[src/rtl/imm_extend_pipe.sv]
// Registered immediate-extension stage (zero/sign/upper/branch-offset) behind a
// two-entry valid/ready skid buffer, with a wrapping output-transfer counter.
//
// state  | meaning
// EMPTY  | no result held; out_valid=0, in_ready=1
// FULL1  | main register holds a result; skid empty; in_ready=1
// FULL2  | main and skid both hold results; in_ready=0
module imm_extend_pipe #(
    parameter int IN_W  = 16,
    parameter int OUT_W = 32,
    parameter int CNT_W = 16
) (
    input  logic             clk,
    input  logic             rst_n,
    input  logic             in_valid,
    output logic             in_ready,
    input  logic [IN_W-1:0]  input_data,
    input  logic [1:0]       mode,
    output logic             out_valid,
    input  logic             out_ready,
    output logic [OUT_W-1:0] output_data,
    output logic [CNT_W-1:0] xfer_count
);

    typedef enum logic [1:0] {
        S_EMPTY = 2'd0,
        S_FULL1 = 2'd1,
        S_FULL2 = 2'd2
    } state_t;

    state_t             state_q, state_d;
    logic [OUT_W-1:0]   main_q, main_d;
    logic [OUT_W-1:0]   skid_q, skid_d;
    logic [CNT_W-1:0]   xfer_count_q, xfer_count_d;
    logic [OUT_W-1:0]   ext;
    logic               push, pop;

    function automatic logic [OUT_W-1:0] extend(input logic [IN_W-1:0] d,
                                                input logic [1:0]      m);
        logic [OUT_W-1:0] sx;
        sx = {{(OUT_W-IN_W){d[IN_W-1]}}, d};
        case (m)
            2'b00:   extend = {{(OUT_W-IN_W){1'b0}}, d};
            2'b01:   extend = sx;
            2'b10:   extend = {d, {(OUT_W-IN_W){1'b0}}};
            default: extend = sx << 2;
        endcase
    endfunction

    assign ext  = extend(input_data, mode);
    assign push = in_valid & in_ready;
    assign pop  = out_valid & out_ready;

    always_ff @(posedge clk) begin
        if (!rst_n) begin
            state_q      <= S_EMPTY;
            main_q       <= '0;
            skid_q       <= '0;
            xfer_count_q <= '0;
        end else begin
            state_q      <= state_d;
            main_q       <= main_d;
            skid_q       <= skid_d;
            xfer_count_q <= xfer_count_d;
        end
    end

    always_comb begin
        state_d = state_q;
        case (state_q)
            S_EMPTY: if (push) state_d = S_FULL1;
            S_FULL1: begin
                if (push && !pop)      state_d = S_FULL2;
                else if (!push && pop) state_d = S_EMPTY;
            end
            S_FULL2: if (pop) state_d = S_FULL1;
            default: state_d = S_EMPTY;
        endcase
    end

    // Both handshake outputs decode only the state register, so ready never
    // depends combinationally on out_ready.
    always_comb begin
        in_ready  = (state_q != S_FULL2);
        out_valid = (state_q != S_EMPTY);
    end

    always_comb begin
        main_d       = main_q;
        skid_d       = skid_q;
        xfer_count_d = xfer_count_q + (pop ? CNT_W'(1) : CNT_W'(0));
        case (state_q)
            S_EMPTY: if (push) main_d = ext;
            S_FULL1: begin
                if (push && pop) main_d = ext;
                else if (push)   skid_d = ext;
            end
            S_FULL2: if (pop) main_d = skid_q;
            default: ;
        endcase
    end

    assign output_data = main_q;
    assign xfer_count  = xfer_count_q;

endmodule

[config.mk]
export PLATFORM = sky130hd
export DESIGN_NAME = imm_extend_pipe
export DESIGN_NICKNAME = d
export VERILOG_FILES = /design/src/rtl/imm_extend_pipe.sv
export SDC_FILE = /design/constraint.sdc
export NUM_CORES = 1
export LEC_CHECK = 0
export CORE_MARGIN = 2
export CORE_UTILIZATION = 50
export DETAILED_ROUTE_END_ITERATION = 7
export PLACE_DENSITY = 0.8
export SYNTH_ARGS = -nofsm -noshare
export SYNTH_HDL_FRONTEND = slang
export SYNTH_SLANG_ARGS = --single-unit
[constraint.sdc]
create_clock -name clk -period 2.25 [get_ports clk]
set_input_delay 0.3375 -clock clk [delete_from_list [all_inputs] [get_ports clk]]
set_output_delay 0.3375 -clock clk [all_outputs]
set_load 0.05 [all_outputs]
# --- Word-level counts from Yosys, hierarchy flattened ---
# Cells that the tools add are included.
classes:
  n_reduce_logical: 12
  magnitude_cmp: 0
  n_eq_ne: 9
  shift: 0
  addsub: 1
  n_bitwise: 3
  div: 0
  mul: 0
  n_mux: 11
op_table:
  columns: ["op", "count"]
  rows:
  - ["$pmux W32 S3", 2]
  - ["$mux W32", 3]
  - ["$add A16 B1 Y16", 1]
  - ["$mux W2", 4]
  - ["$ne A2 B2 Y1 const B", 4]
  - ["$pmux W2 S3", 1]
  - ["$reduce_and A3 Y1", 2]
  - ["$eq A2 B1 Y1 const B", 2]
  - ["$eq A2 B2 Y1 const B", 2]
  - ["$logic_not A2 Y1", 2]
  - ["$reduce_and A4 Y1", 1]
  - ["$logic_and A1 B1 Y1", 3]
  - ["$ne A3 B3 Y1 const B", 1]
  - ["$reduce_bool A3 Y1", 1]
  - ["$and A1 B1 Y1", 2]
  - ["$logic_not A1 Y1", 2]
  - ["$reduce_bool A2 Y1", 1]
  - ["$mux W1", 1]
  - ["$not A1 Y1", 1]
totals:
  regBits: 82
  memories: 0
  in_bits: 22
  ram_bits: 0
  latchBits: 0
  wordCells: 40
  output_inout_bits: 50
  mem_bits_ro: 0

# --- Longest topological paths before layout ---
# Gate-level depths: netlist (run 1).
logic_depth:
  ltp_word: 7
  depth_mapped: 7
  ltp_nobuf: 7

# --- Worst setup path before layout (run 1) ---
# Ideal clock, no wire load.
synth_path:
  kind: "register to register"
  from: "register state_q[0]"
  to: "register xfer_count_q[13], in the netlist xfer_count[13]"
  setup_time_ns: 0.071
  stages_incl_launch_ff: 8
  t_arrival_ns: 1.931
  path_slack_ns: 0.249
  period_less_slack_ns: 2.001
  cell_sequence: "dfxtp_1 > or2_2 > and2_1 > ha_1 > nand3_1 > or2_2 > or4_1 > a21oi_1"
synth_via:
  elab_chain_cells: 4
synth_lines:
  columns: ["item", "line", "text"]
  rows:
  - ["start: declaration", "31", "state_t state_q, state_d;"]
  - ["start signal: assignment", "61", "state_q <= state_d;"]
  - ["$reduce_bool A2 Y1", "85", "out_valid = (state_q != S_EMPTY);"]
  - ["net out_valid", "19", "output logic out_valid,"]
  - ["$and A1 B1 Y1", "52", "assign pop = out_valid & out_ready;"]
  - ["$mux W1", "91", "xfer_count_d = xfer_count_q + (pop ? CNT_W'(1) : CNT_W'(0));"]
  - ["$add A16 B1 Y16", "91", null]
  - ["end signal: assignment", "64", "xfer_count_q <= xfer_count_d;"]
  - ["end: declaration", "34", "logic [CNT_W-1:0] xfer_count_q, xfer_count_d;"]
# The timed path passes the listed nets, and every way through them passes these cells.
# A chain may end at the register's enable or synchronous reset.

# --- Worst setup path after layout (run 1) ---
layout_path:
  from: "register state_q[0]"
  to: "output out_valid"
layout_via:
  elab_chain_cells: 1
layout_lines:
  columns: ["item", "line"]
  rows:
  - ["$reduce_bool A2 Y1", "85"]
  - ["end: declaration", "19"]
# Every way passes these cells.

==> flow_summary.toml, run 1 <==
[cts]
clk_pin_slew_worst_paths_ps = 80
cts_sinks = 82
holdBufCountCts = 0
cts-root-buf = "clkbuf_8"
ctsResizeCount = 0
clock_latency_ps = 360
clock_path_buffers = 2
post_cts_buffers = 0
cts_htree_levels = 3
cts_tree = "yes"
cts_made_buffers = 9

[power_and_ir_drop]
p_int_uw = 2350
p_leak_uw = 0.00160
ir_drop_uv = 394
pwr-share-comb_pct = 18.0
power.share.sequential_pct = 47.5
p_switching_uw = 942
total_power_uw = 3300
p_clk_share_pct = 34.5
power_density_nw_per_um2 = 725
p_sw_share_pct = 28.6

[worst_setup_path]
endpoint_kind = "output port"
critical_path.cell_chain = "or2_2 > clkdlybuf4s50_1"
max_stage_delay_ps = 790
ff2ff_path_depth = 4
cp_data_required_time_ps = 1910
r2r-start = "state_q[1]$_SDFFE_PN0P_"
cp_max_fo = 8
critical_path_class = "register to output port"
startpoint_type = "register"
r2r_end = "output_data[27]$_SDFFE_PN0P_"
cp_slowest_cell = "clkdlybuf4s50_1"
arrival_ps = 1790
reg2reg_slack_ps = 200

[timing]
hold_violations = 0
grt_setup_unrepaired = "false"
slew_headroom_pct = 23.9
period_share_pct = 94.4
tightest_slew_ps = 1140
drv_slew = 0
whs_ps = 468
fin_skew_ps = 9.12
setup_viol = 0
setup-tns-final_ps = 0
period_needed_ps = 2120
max_freq_mhz = 471

[min_path]
holdCritPathClass = "register to register"
holdCritStartpoint = "output_data[12]$_SDFFE_PN0P_"
min_path_cells = 2
holdPathEnd = "output_data[12]$_SDFFE_PN0P_"

[die]
fp.dieArea_um2 = 7840
die_h_um = 88.6
die_w_um = 88.6
rows = 30
coreArea_um2 = 6870
io_pins = 72
start_util_pct = 52.1

[synth]
synth_edf_count = 0
syn-num-nets = 447
yosysWarnings = 0
synth_seq_cells = 82
ys_seq_area_share_pct = 45.9
yosys_most_used_dff = "dfxtp_1"
synthesis.area_um2 = 3580
syn_area_per_cell_um2 = 8.45
synthArstFlopShare_pct = 0
synth_cells = 423
synth.distinct_cells = 42

[detailed_routing]
vias = 3262
drt-pass1-iter-count = 4
vias_per_cell = 5.60
drt_iter0_drc = 206
drt-total-wl_um = 8590
postRouteAntennaNets = 0
wire_per_inst_um = 14.7
drc = 0

[run_status]
outcome = "completed"

[global_routing]
grt_pass1_wl_um = 14200
grt_pass1_vias = 3027
grtUsageTotal_pct = 23.1
grt_max_degree = 61
overflow = 0
antenna_found_initial = 0

[placed_design]
gp_congestion = 0.793
place_inst = 568
dpl.hpwl_um = 5880
port_buffers = 71

[layout]
syn2layout_area_growth_pct = 27.1
drive_above_1_share_pct = 6.78
stdcell_count = 583
nets = 507
antenna-diode-count = 0

[job]
maxCapViolCount = 0
==> cells in the final DEF, fill, tap and decap left out, types with 5 or more instances in the layout <==
master / synthesis / final
dfxtp_1: 82 / 82
clkdlybuf4s50_1: 0 / 70
nor2_1: 59 / 59
a21oi_1: 50 / 50
nand2_1: 44 / 44
a211oi_1: 28 / 28
nor2b_1: 19 / 18
o21ai_0: 17 / 17
a22o_1: 14 / 14
o2bb2ai_1: 14 / 14
buf_4: 2 / 10
clkbuf_8: 0 / 9
mux2i_1: 8 / 8
and2_1: 5 / 5
nand3_1: 5 / 5
==> area by class of cell <==
| cell class | instances | area, um^2 |
|---|---|---|
| Clock buffer | 9 | 124 |
| Clock inverter | 6 | 82.6 |
| Fill cell | 596 | 2320 |
| Inverter | 4 | 15.0 |
| Multi-Input combinational cell | 305 | 1770 |
| Sequential cell | 82 | 1640 |
| Tap cell | 96 | 120 |
| Timing Repair Buffer | 81 | 796 |
==> worst max-delay path: cells and delay by family, from the launching register on <==
| kind | cells | cell delay, ps |
|---|---|---|
| buf+inv | 1 | 790 |
| flops | 1 | 470 |
| simple gates | 1 | 170 |
==> metrics by stage <==
stage | utilization, % | worst slack (ps) | cell area, um^2
global placement | 63.2 | -34.5 | 4340
floorplan | - | 249 | 3580
detailed placement | 63.2 | -101 | 4340
finish | 66.2 | 126 | 4550
global route | 66.2 | 51.6 | 4550
CTS | 66.2 | 113 | 4550
==> synthesized netlist by cell type (2+ instances only) <==
library cell | number | area (um^2)
buf_2 | 10 | 50.1
xor2_1 | 4 | 35.0
nor3_1 | 3 | 15.0
and2_0 | 2 | 12.5
dfxtp_1 | 82 | 1640
clkbuf_1 | 16 | 60.1
nor2b_1 | 19 | 119
xnor2_1 | 4 | 35.0
or4_1 | 2 | 15.0
o31ai_1 | 2 | 15.0
a311oi_1 | 3 | 26.3
a211oi_1 | 28 | 210
nand3_1 | 5 | 25.0
inv_1 | 3 | 11.3
buf_6 | 2 | 22.5
nor3b_1 | 2 | 15.0
nand4_1 | 3 | 18.8
nand2_1 | 44 | 165
mux2i_1 | 8 | 80.1
or2_2 | 2 | 12.5
o2bb2ai_1 | 14 | 123
a22o_1 | 14 | 123
a21oi_1 | 50 | 250
o21ai_0 | 17 | 85.1
buf_4 | 2 | 15.0
ha_1 | 2 | 25.0
or3_1 | 2 | 12.5
and2_1 | 5 | 31.3
nand2b_1 | 2 | 12.5
nor2_1 | 59 | 221
==> cells by family (layout without fill, tap and decap cells) <==
family	after synthesis	after routing	share of synthesized area [%]
and+or+nand+nor	154	154	19.9
DFF	82	82	45.9
xor gates and xnor gates	8	8	1.96
adders and majority gates	2	2	0.700
muxes	8	8	2.24
buffers and inverters	36	100	4.79
AOI/OAI and AO/OA	133	133	24.5
==> flip-flops by register name, indices dropped and copies added, names as in the netlist <==
name,count
xfer_count,16
output_data,32
state_q,2
skid_q,32
==> power by group through the flow <==
stage / Combinational (uW) / Sequential (uW) / Clock, uW
2_1_floorplan: 238 / 1750 / 0
3_3_place_gp: 583 / 1600 / 0
3_5_place_dp: 593 / 1600 / 0
4_1_cts: 594 / 1570 / 1160
5_1_grt: 634 / 1570 / 1230
6_report: 594 / 1570 / 1140
==> metal layers <==
layer | GRT usage [%] | part of all wire, %
met5 | 0 | 0
met4 | 10.5 | 2.0
met3 | 3.82 | 4.6
met2 | 37.3 | 48
met1 | 30.5 | 45
==> how the worst max path moves through the flow <==
| stage | startpoint | end | depth (start not counted) |
|---|---|---|---|
| after floorplan | state_q[0]$_SDFFE_PN0P_ | xfer_count[13]$_SDFF_PN0_ | 7 |
| after global placement | out_ready | output_data[19]$_SDFFE_PN0P_ | 5 |
| after detailed placement | out_ready | output_data[30]$_SDFFE_PN0P_ | 5 |
| after CTS | state_q[0]$_SDFFE_PN0P_ | out_valid | 2 |
| after global routing | state_q[0]$_SDFFE_PN0P_ | out_valid | 2 |
| final | state_q[0]$_SDFFE_PN0P_ | out_valid | 2 |
(Power assumes the default switching activity.)
==> inputs of run 2 (changes only) <==
--- a/config.mk
+++ b/config.mk
@@ -8,6 +8,7 @@
 export CORE_MARGIN = 2
 export CORE_UTILIZATION = 50
 export DETAILED_ROUTE_END_ITERATION = 7
+export GPL_TIMING_DRIVEN = 0
 export PLACE_DENSITY = 0.8
 export SYNTH_ARGS = -nofsm -noshare
 export SYNTH_HDL_FRONTEND = slang
==> run 2 against run 1 <==
Against the previous run: cell count increased by 3.8%; die area unchanged; worst hold slack got worse by 1.6 ps; largest cell class unchanged; clock skew down 1.3 ps; wire length increased by 9.1%; final area rose by 1.5%; core utilization grew 1.0 points; flip-flop and latch count unchanged; critical path type unchanged.
==> flow_summary.toml, run 2 (synthesis gave the netlist of run 1 again) <==
[power_and_ir_drop]
ir_drop_uv = 362
p_leak_uw = 0.00163
power_density_nw_per_um2 = 722

[min_path]
holdCritStartpoint = "output_data[12]$_SDFFE_PN0P_"
holdCritPathClass = "register to register"

[detailed_routing]
vias = 3388
drt_iter0_drc = 161
vias_per_cell = 5.60
drc = 0
postRouteAntennaNets = 0
wire_per_inst_um = 15.5
drt-total-wl_um = 9370
drt-pass1-iter-count = 4

[placed_design]
port_buffers = 71
dpl.hpwl_um = 6760
post-place-ws_ps = -115
place_inst = 590
gp_congestion = 0.838

[worst_setup_path]
arrival_ps = 1770
ff2ff_path_depth = 7
critical_path.cell_chain = "or2_2 > clkdlybuf4s50_1"
worstSetupStartpoint = "state_q[0]$_SDFFE_PN0P_"
endpoint_kind = "output port"
cp_data_required_time_ps = 1910
cp_slowest_cell = "clkdlybuf4s50_1"
crit_path_end = "out_valid"
startpoint_type = "register"
r2r-start = "state_q[0]$_SDFFE_PN0P_"
r2r_end = "xfer_count[13]$_SDFF_PN0_"
cp_max_fo = 8
max_stage_delay_ps = 790
reg2reg_slack_ps = 320
critical_path_class = "register to output port"

[die]
die_h_um = 88.6
coreArea_um2 = 6870
rows = 30
die_w_um = 88.6
io_pins = 72
fp.dieArea_um2 = 7840
start_util_pct = 52.1

[cts]
clk_pin_slew_worst_paths_ps = 80
cts_tree = "yes"
post_cts_buffers = 0
holdBufCountCts = 0
cts-root-buf = "clkbuf_8"
cts_sinks = 82
ctsResizeCount = 3
cts_made_buffers = 9
clock_path_buffers = 2
cts_htree_levels = 3
clock_latency_ps = 350

[timing]
drv_slew = 0
max_freq_mhz = 475
grt_setup_unrepaired = "false"
setup-tns-final_ps = 0
worst_slack_ps = 143
hold_violations = 0
setup_viol = 0
slew_headroom_pct = 60.3
fin_skew_ps = 7.84
period_needed_ps = 2110
tightest_slew_ps = 595
period_share_pct = 93.6

[global_routing]
use_met3_pct = 3.36
grt_pass1_wl_um = 15200
overflow = 0
grtUsageTotal_pct = 24.8
grt_max_degree = 16
grt_pass1_vias = 3203
met1_usage_pct = 33.6
grt_use_met2_pct = 40.5
top_usage_layer = "met2"
antenna_found_initial = 0

[run_status]
outcome = "completed"

[layout]
num-fill-cells = 558
stdcell_count = 605
syn2layout_area_growth_pct = 29.1
nets = 528
antenna-diode-count = 0
most-common-layout-cells = "82 x dfxtp_1, 70 x clkdlybuf4s50_1, 59 x nor2_1"
final_common_cell = "dfxtp_1"
post-route-util_pct = 67.2
drive_above_1_share_pct = 6.68

[job]
maxCapViolCount = 0
-- run 2: how the worst min path moves through the flow --
| stage | endpoint | slack [ps] | cells after the start |
|---|---|---|---|
| final | output_data[12]$_SDFFE_PN0P_ | 470 | 2 |
| after global placement | output_data[8]$_SDFFE_PN0P_ | 460 | 2 |
| after detailed placement | output_data[8]$_SDFFE_PN0P_ | 460 | 2 |
| after CTS | output_data[12]$_SDFFE_PN0P_ | 470 | 2 |
| after global routing | output_data[13]$_SDFFE_PN0P_ | 490 | 2 |
| after floorplan | state_q[1]$_SDFFE_PN0P_ | 420 | 1 |
-- run 2: where the power goes --
part           switching [uW]  internal, uW
clock network             525           629
logic                     393           223
registers                41.2          1520
-- run 2: critical path: cells and delay by family (launching register included) --
| kind | cells | cell delay, ps |
|---|---|---|
| buffers and inverters | 1 | 790 |
| DFF | 1 | 460 |
| and+or+nand+nor | 1 | 170 |
-- run 2: final cells by class --
cell class                      count  area, um^2  area share, %
Clock buffer                       12         135           2.93
Tap cell                           96         120           2.60
Clock inverter                      4        76.3           1.65
Sequential cell                    82        1640           35.6
Inverter                            4        15.0          0.325
Timing Repair Buffer               71         712           15.4
Multi-Input combinational cell    305        1760           38.2
Buffer                             31         153           3.31
-- run 2: per-stage QoR --
stage	hold WS [ps]	total power [uW]	instance area [um^2]
floorplan	417	1990	3580
global placement	456	2190	4410
detailed placement	456	2210	4410
CTS	469	3340	4620
global route	489	3440	4620
finish	466	3330	4620
-- run 2: layer usage --
metal / share of wire, % / vias to the layer above
met1: 46 / 1602
met2: 48 / 105
met4: 1.7 / 0
met5: 0 / -
li1: - / 1660
met3: 4.6 / 21
==> inputs of run 3 (changes only) <==
--- a/config.mk
+++ b/config.mk
@@ -5,7 +5,6 @@
 export SDC_FILE = /design/constraint.sdc
 export NUM_CORES = 1
 export LEC_CHECK = 0
-export CORE_MARGIN = 2
 export CORE_UTILIZATION = 50
 export DETAILED_ROUTE_END_ITERATION = 7
 export GPL_TIMING_DRIVEN = 0
==> run 3 against run 2 <==
Against the previous run: first-iteration DRC count rose by 21%; setup slack worse by 16 ps; maximum frequency decreased by 0.73%; clock skew grew 4.2 ps; critical path type unchanged; highest routed layer unchanged.
==> flow_summary.toml, run 3 (synthesis gave the netlist of run 1 again) <==
[worst_setup_path]
cp_slowest_cell = "clkdlybuf4s50_1"
r2r_end = "xfer_count[13]$_SDFF_PN0_"
ff2ff_path_depth = 7
reg2reg_slack_ps = 280
arrival_ps = 1790
critical_path_class = "register to output port"
r2r-start = "state_q[0]$_SDFFE_PN0P_"
cp_data_required_time_ps = 1910
critical_path.cell_chain = "or2_2 > clkdlybuf4s50_1"
max_stage_delay_ps = 790
endpoint_kind = "output port"
cp_max_fo = 8
startpoint_type = "register"

[detailed_routing]
vias = 3344
drt_iter0_drc = 195
wire_per_inst_um = 15.1
postRouteAntennaNets = 0
drt-total-wl_um = 9120
vias_per_cell = 5.53
drt-pass1-iter-count = 5
drc = 0

[timing]
tightest_slew_ps = 539
max_freq_mhz = 471
setup-tns-final_ps = 0
grt_setup_unrepaired = "false"
drv_slew = 0
setup_viol = 0
fin_skew_ps = 12.0
hold_violations = 0
whs_ps = 465
period_needed_ps = 2120
slew_headroom_pct = 64.1
period_share_pct = 94.3

[power_and_ir_drop]
p_leak_uw = 0.00164
pwr-share-comb_pct = 18.7
p_switching_uw = 954
power.share.sequential_pct = 47.8
p_int_uw = 2310
p_clk_share_pct = 33.5
p_sw_share_pct = 29.2
power_density_nw_per_um2 = 709
ir_drop_uv = 426

[die]
die_h_um = 86.6
rows = 30
fp.dieArea_um2 = 7490
coreArea_um2 = 6870
io_pins = 72
die_w_um = 86.6
start_util_pct = 52.1

[global_routing]
grt_max_degree = 16
grt_pass1_wl_um = 15000
grtUsageTotal_pct = 25.7
antenna_found_initial = 0
grt_pass1_vias = 3162
overflow = 0

[layout]
antenna-diode-count = 0
nets = 528
final_common_cell = "dfxtp_1"
syn2layout_area_growth_pct = 28.9
drive_above_1_share_pct = 7.27
most-common-layout-cells = "82 x dfxtp_1, 70 x clkdlybuf4s50_1, 59 x nor2_1"
num-fill-cells = 567

[min_path]
holdPathEnd = "output_data[14]$_SDFFE_PN0P_"
holdCritPathClass = "register to register"
holdCritStartpoint = "output_data[14]$_SDFFE_PN0P_"
min_path_cells = 2

[cts]
cts_tree = "yes"
cts_sinks = 82
cts_made_buffers = 9
clock_latency_ps = 350
post_cts_buffers = 0
clock_path_buffers = 2
cts-root-buf = "clkbuf_8"
cts_htree_levels = 3
clk_pin_slew_worst_paths_ps = 80

[placed_design]
gp_congestion = 0.837
port_buffers = 71
dpl.hpwl_um = 6740

[run_status]
outcome = "completed"

[job]
maxCapViolCount = 0
run 3: changes by cell type in the layout (fill, tap and decap cells not counted):
cell and delta:
clkbuf_1 -3, clkinv_2 +3, clkbuf_8 +2, bufinv_16 -1
clkinv_4 -1
run 3: layer usage:
| metal | vias up | track usage, % | share of wire [%] |
|---|---|---|---|
| li1 | 1649 | - | - |
| met1 | 1580 | 33.9 | 44 |
| met2 | 101 | 42.4 | 49 |
| met3 | 14 | 3.90 | 5.1 |
| met4 | 0 | 10.0 | 1.8 |
| met5 | - | 0 | 0 |
run 3: layout make-up:
cell class                      instances  area, um^2  share of cell area, %
Multi-Input combinational cell        305        1760                   38.3
Sequential cell                        82        1640                   35.6
Timing Repair Buffer                   71         712                   15.4
Buffer                                 31         153                   3.31
Clock buffer                           11         151                   3.29
Tap cell                               96         120                   2.61
Clock inverter                          5        52.6                   1.14
Inverter                                4        15.0                  0.326
run 3: worst max-delay path by stage:
| stage | from | to | slack (ps) |
|---|---|---|---|
| 3_5_place_dp | out_ready | xfer_count[14]$_SDFF_PN0_ | -160 |
| 6_report | state_q[0]$_SDFFE_PN0P_ | out_valid | 130 |
| 2_1_floorplan | state_q[0]$_SDFFE_PN0P_ | xfer_count[13]$_SDFF_PN0_ | 250 |
| 3_3_place_gp | state_q[0]$_SDFFE_PN0P_ | in_ready | -140 |
| 4_1_cts | state_q[0]$_SDFFE_PN0P_ | out_valid | 130 |
| 5_1_grt | out_ready | xfer_count[14]$_SDFF_PN0_ | 40 |
run 3: power by group through the flow:
stage	logic, uW	registers, uW	clock network [uW]
global route	653	1570	1170
CTS	613	1560	1100
finish	613	1560	1090
global placement	598	1590	0
detailed placement	610	1600	0
floorplan	238	1750	0
run 3: what timing repair did:
item | in CTS | in global routing
hold buffers | 0 | 0
setup endpoints to repair | 1 | 0
endpoints found under the hold margin | 0 | 0
resized for setup | 3 | 0
run 3: critical path: cells and delay by family (launching register included):
family,cells,cell delay (ps)
and+or+nand+nor,1,170
DFF,1,470
buffers and inverters,1,790
run 3: per-stage QoR:
| stage | total power, uW | cell area, um^2 | cells | setup WS (ps) | utilization [%] |
|---|---|---|---|---|---|
| final | 3270 | 4610 | 605 | 127 | 67.1 |
| after global placement | 2190 | 4410 | 590 | -136 | 64.2 |
| after floorplan | 1990 | 3580 | 423 | 249 | - |
| after global routing | 3400 | 4610 | 605 | 40.5 | 67.1 |
| after CTS | 3280 | 4610 | 605 | 126 | 67.1 |
| after detailed placement | 2210 | 4410 | 590 | -155 | 64.2 |
